==> src/rtl/mem_bank_stack.sv <==
// mem_bank_stack: active memory-bank register with a LIFO save/restore stack.
//
// Holds the bank number that drives the address decoder. A push saves the
// current bank and switches to new_bank; a pop restores the most recently
// saved bank; push+pop together replace the bank without changing depth.
// Rejected pushes (full) and pops/replaces (empty) raise sticky flags.
//
// Ports:
//   clk, rst        clock, asynchronous active-high reset
//   set_en          load new_bank, stack untouched
//   push_en/pop_en  push, pop, or replace when both are high
//   new_bank        value for set/push/replace
//   err_clr         clear sticky ovf/unf (a same-cycle error wins)
//   bank            active bank
//   top             top stack entry, 0 when empty
//   level           saved-entry count 0..DEPTH
//   empty, full     decoded from level
//   ovf, unf        sticky overflow / underflow
module mem_bank_stack #(
  parameter int unsigned WIDTH = 2,
  parameter int unsigned DEPTH = 4,
  localparam int unsigned LW   = $clog2(DEPTH + 1)
) (
  input  logic             clk,
  input  logic             rst,
  input  logic             set_en,
  input  logic             push_en,
  input  logic             pop_en,
  input  logic [WIDTH-1:0] new_bank,
  input  logic             err_clr,
  output logic [WIDTH-1:0] bank,
  output logic [WIDTH-1:0] top,
  output logic [LW-1:0]    level,
  output logic             empty,
  output logic             full,
  output logic             ovf,
  output logic             unf
);

  logic [WIDTH-1:0] bank_q, bank_d;
  logic [LW-1:0]    level_q, level_d;
  logic [WIDTH-1:0] stack_q [DEPTH];
  logic [WIDTH-1:0] stack_d [DEPTH];
  logic             ovf_q, ovf_d;
  logic             unf_q, unf_d;

  logic             empty_w, full_w;
  logic [WIDTH-1:0] top_w;
  logic             ovf_evt, unf_evt;

  assign empty_w = (level_q == '0);
  assign full_w  = (level_q == LW'(DEPTH));

  // Top of stack is the entry just below level; loop compare avoids an index
  // wider than the array needs.
  always_comb begin
    top_w = '0;
    for (int unsigned i = 0; i < DEPTH; i++) begin
      if (LW'(i + 1) == level_q) top_w = stack_q[i];
    end
  end

  always_comb begin
    bank_d  = bank_q;
    level_d = level_q;
    stack_d = stack_q;
    ovf_evt = 1'b0;
    unf_evt = 1'b0;

    if (push_en && pop_en) begin
      // Replace: net pop+push, popped value discarded, old bank not saved.
      if (empty_w) unf_evt = 1'b1;
      else         bank_d  = new_bank;
    end else if (pop_en) begin
      if (empty_w) begin
        unf_evt = 1'b1;
      end else begin
        bank_d  = top_w;
        level_d = level_q - LW'(1);
      end
    end else if (push_en) begin
      if (full_w) begin
        ovf_evt = 1'b1;
      end else begin
        for (int unsigned i = 0; i < DEPTH; i++) begin
          if (LW'(i) == level_q) stack_d[i] = bank_q;
        end
        level_d = level_q + LW'(1);
        bank_d  = new_bank;
      end
    end else if (set_en) begin
      bank_d = new_bank;
    end

    ovf_d = (ovf_q & ~err_clr) | ovf_evt;
    unf_d = (unf_q & ~err_clr) | unf_evt;
  end

  always_ff @(posedge clk or posedge rst) begin
    if (rst) begin
      bank_q  <= '0;
      level_q <= '0;
      ovf_q   <= 1'b0;
      unf_q   <= 1'b0;
      for (int unsigned i = 0; i < DEPTH; i++) stack_q[i] <= '0;
    end else begin
      bank_q  <= bank_d;
      level_q <= level_d;
      ovf_q   <= ovf_d;
      unf_q   <= unf_d;
      stack_q <= stack_d;
    end
  end

  assign bank  = bank_q;
  assign top   = top_w;
  assign level = level_q;
  assign empty = empty_w;
  assign full  = full_w;
  assign ovf   = ovf_q;
  assign unf   = unf_q;

endmodule

==> config.mk <==
export PLATFORM = sky130hd
export DESIGN_NAME = mem_bank_stack
export DESIGN_NICKNAME = d
export VERILOG_FILES = /design/src/rtl/mem_bank_stack.sv
export SDC_FILE = /design/constraint.sdc
export NUM_CORES = 1
export LEC_CHECK = 0
export ABC_CLOCK_PERIOD_IN_PS = 1890
export BUFFER_PORTS_ARGS = -buffer_cell sky130_fd_sc_hd__buf_2
export CAP_MARGIN = 25
export CELL_PAD_IN_SITES_DETAIL_PLACEMENT = 1
export CELL_PAD_IN_SITES_GLOBAL_PLACEMENT = 1
export CORE_MARGIN = 2
export CORE_UTILIZATION = 36
export DETAILED_ROUTE_END_ITERATION = 6
export PLACE_DENSITY = 0.71
export SLEW_MARGIN = 15
export SYNTH_ARGS = -nofsm -noshare
export SYNTH_HDL_FRONTEND = slang
export SYNTH_SLANG_ARGS = --single-unit
==> constraint.sdc <==
create_clock -name clk -period 1.89 [get_ports clk]
set_input_delay 0.4725 -clock clk [delete_from_list [all_inputs] [get_ports clk]]
set_output_delay 0.4725 -clock clk [all_outputs]
set_load 0.01 [all_outputs]
==> impl_metrics.toml <==
[finish]
final_util_pct = 54.05
antenna_cells = 0
syn2layout_area_growth_pct = 40.99
fin_area_um2 = 1351
final_nets = 153
fillCellCount = 299
drive_gt1_share_pct = 46.38

[critical_path]
end_kind = "primary output"
arrival_ns = 1.82
cpMaxStageDelayCell = "dfrtp_2"
worstSetupPathType = "reg -> out"
critPathBufInv = 1
crit_chain = "ha_4, ha_4, a21oi_1, a222oi_1, a21o_1, buf_2"
cpMostUsedCell = "ha_4"
startpoint_type = "flop"
cp_max_fo = 6
slowest_delay_ns = 0.46
path_delay_family = "compound AO/OA/AOI/OAI gates"
crit_required_ns = 1.42

[timing]
fin_ws_ns = -0.4040
setup-violations-final = 8
period_minus_slack_ns = 2.294
final.period_utilization_pct = 121.4
rsz0062_at_grt = "yes"
fmax_mhz = 435.9
finalHoldViolations = 0
fin_skew_ns = 0.005145
drv_slew = 0
tightest_slew_ns = 0.5964
slew_headroom_pct = 60.20
hold_slack_ns = 0.2269

[cts]
clockBufferDepth = 2
h-tree-depth = 1
clk_latency_ns = 0.30
cts_root_buffer = "clkbuf_4"
clk_pin_slew_ns = 0.11
cts_tree = "built"
postCtsHoldBufs = 0
numCtsBuffers = 3
clkSinkCount = 15

[route]
drt_iter0_markers = 20
drt_wl_total_um = 3078
first_pass_iters = 6
drc = 0
vias_per_cell = 5.542
drt-wirelength-per-cell_um = 18.32
ant_nets = 0
via_count = 931

[power]
max-vdd-ir-drop_uv = 731.2
leakage_nw = 0.6459
p_per_area_nw_per_um2 = 1574

[global_routing]
track_usage_pct = 21.75
grt_pass1_vias = 1027
antenna_found_initial = 0
grt_pass1_wl_um = 5112
gr-total-overflow = 0
grt_max_degree = 16

[floorplan]
die-area_um2 = 3091
boundaryPins = 19
die_x_um = 55.60
core_area_um2 = 2500
rows = 18
initial_utilization_pct = 38.34
die_height_um = 55.60

[min_path]
hp-class = "in -> async"

[synth]
syn-mean-instance-area_um2 = 9.780
synth_seq_cells = 15
synth_fa_ha_area_share_pct = 7.833
synthSimpleGateAreaFrac_pct = 16.45
syn_area_um2 = 958.4
ys_warn_count = 0
synth_cells = 98
synth.top_cell.area_share_pct = 39.16
yosysTopAreaCell = "dfrtp_1"
ys_types = 30
synth_xor_area_share_pct = 0.9138
yosys-top-cells-area = "dfrtp_1, ha_1, mux2_1"
yosys-mux-area-fraction_pct = 8.094
synth_compound_area_share_pct = 21.67
synth_top_family_by_area = "compound AO/OA/AOI/OAI gates"
syn_nets = 112
ys_seq_area_share_pct = 39.16

[placed_design]
placed_area_um2 = 1177
dp_slack_ns = -0.1675
dp_hpwl_um = 2127
place.port_buffers = 18
place_congestion = 0.7791

[run_status]
violations = "negative setup slack"
status = "complete, but fails checks"

[flow_run]
maxCapViolCount = 0
[sequential cells by signal (all words and copies together) (netlist names)]
name / flops
bank: 2
level: 3
ovf: 1
stack_q: 8
unf: 1
[power breakdown]
group	switching [mW]	internal, mW
clock network	0.125	0.0789
registers	0.149	0.467
logic	0.628	0.679
total	0.901	1.23
[routing by layer]
metal / part of all wire [%] / vias to the layer above / global-route usage (%)
met5: 0 / - / 0
li1: - / 428 / -
met4: 3.3 / 0 / 12.20
met2: 49 / 28 / 37.59
met1: 45 / 465 / 25.84
met3: 2.3 / 10 / 2.791
[through the flow]
stage	instances	TNS (ns)	power (mW)
after floorplan	98	0	1.153
after detailed placement	155	-0.3795	1.629
after global routing	168	-2.053	2.283
after CTS	167	-1.038	2.061
after global placement	155	-0.1457	1.569
final	168	-1.262	2.127
[cell usage after synthesis]
library cell / number
a2111oi_0: 1
a211oi_1: 3
a21o_1: 3
a21oi_1: 8
a222oi_1: 2
a32oi_1: 1
and2_1: 1
and2b_1: 1
buf_2: 3
clkbuf_1: 1
dfrtp_1: 15
ha_1: 6
inv_1: 9
inv_2: 1
mux2_1: 6
mux2i_1: 1
nand2_1: 5
nand2b_1: 5
nand3_1: 1
nand3b_1: 2
nor2_1: 2
nor2b_1: 3
nor3b_1: 1
nor3b_2: 2
nor4b_1: 1
o21ai_0: 8
o22ai_1: 2
o41ai_2: 2
or2_2: 1
xnor2_1: 1
[final timing paths]
| path | slack, ns | depth (start not counted) | endpoint | startpoint |
|---|---|---|---|---|
| worst max register to register | -0.12 | 8 | bank[0]$_DFFE_PP0P_ | level[1]$_DFFE_PP0P_ |
| max in group asynchronous | 1.24 | 2 | level[1]$_DFFE_PP0P_ | rst |
| worst max-delay path | -0.40 | 6 | top[1] | level[1]$_DFFE_PP0P_ |
| min in group clk | 0.38 | 2 | ovf$_DFF_PP0_ | err_clr |
| worst min register to register | 0.53 | 1 | stack_q[5]$_DFFE_PP0P_ | stack_q[5]$_DFFE_PP0P_ |
| worst min-delay path | 0.23 | 2 | stack_q[3]$_DFFE_PP0P_ | rst |
[layout make-up]
class | instances | area, µm² | share of cell area (%)
tap | 30 | 37.54 | 2.778
clock inverter | 1 | 5.005 | 0.3704
timing repair buffer | 40 | 269.0 | 19.91
inverter | 10 | 40.04 | 2.963
sequential | 15 | 377.9 | 27.96
multi-input combinational | 69 | 599.3 | 44.35
clock buffer | 3 | 22.52 | 1.667
[cells in the final DEF (no fill, tap or decap), types with 2 or more instances in the layout]
cell type,synthesis,layout
a222oi_1,2,2
o21ai_0,8,8
inv_2,1,2
nand2_1,5,4
a21o_1,3,3
nand2b_1,5,5
nor2_1,2,2
a21oi_1,8,7
a211oi_1,3,2
nor2b_1,3,2
o41ai_2,2,2
mux2_1,6,6
buf_6,0,3
clkbuf_4,0,3
buf_2,3,17
o22ai_1,2,2
dfrtp_1,15,13
ha_4,0,4
nand3b_1,2,2
inv_1,9,7
nor3b_2,2,2
buf_4,0,20
dfrtp_2,0,2
[repair_timing]
| item | CTS | global route |
|---|---|---|
| buffers inserted | 8 | 1 |
| resized for setup | 17 | 4 |
| endpoints found under the setup margin | 6 | 10 |
| cloned | 0 | 0 |
| pin swaps | 4 | 3 |
| hold endpoints to repair | 0 | 0 |
[logic make-up (layout without fill, tap and decap cells)]
logic type	Yosys count	after routing
AO/OA/AOI/OAI	30	30
AND/OR/NAND/NOR	25	25
buffers and inverters	14	54
flip-flops	15	15
multiplexers	7	7
adder cells (fa/ha/maj)	6	6
XOR/XNOR	1	1
Power figures use the tool's default switching activity.
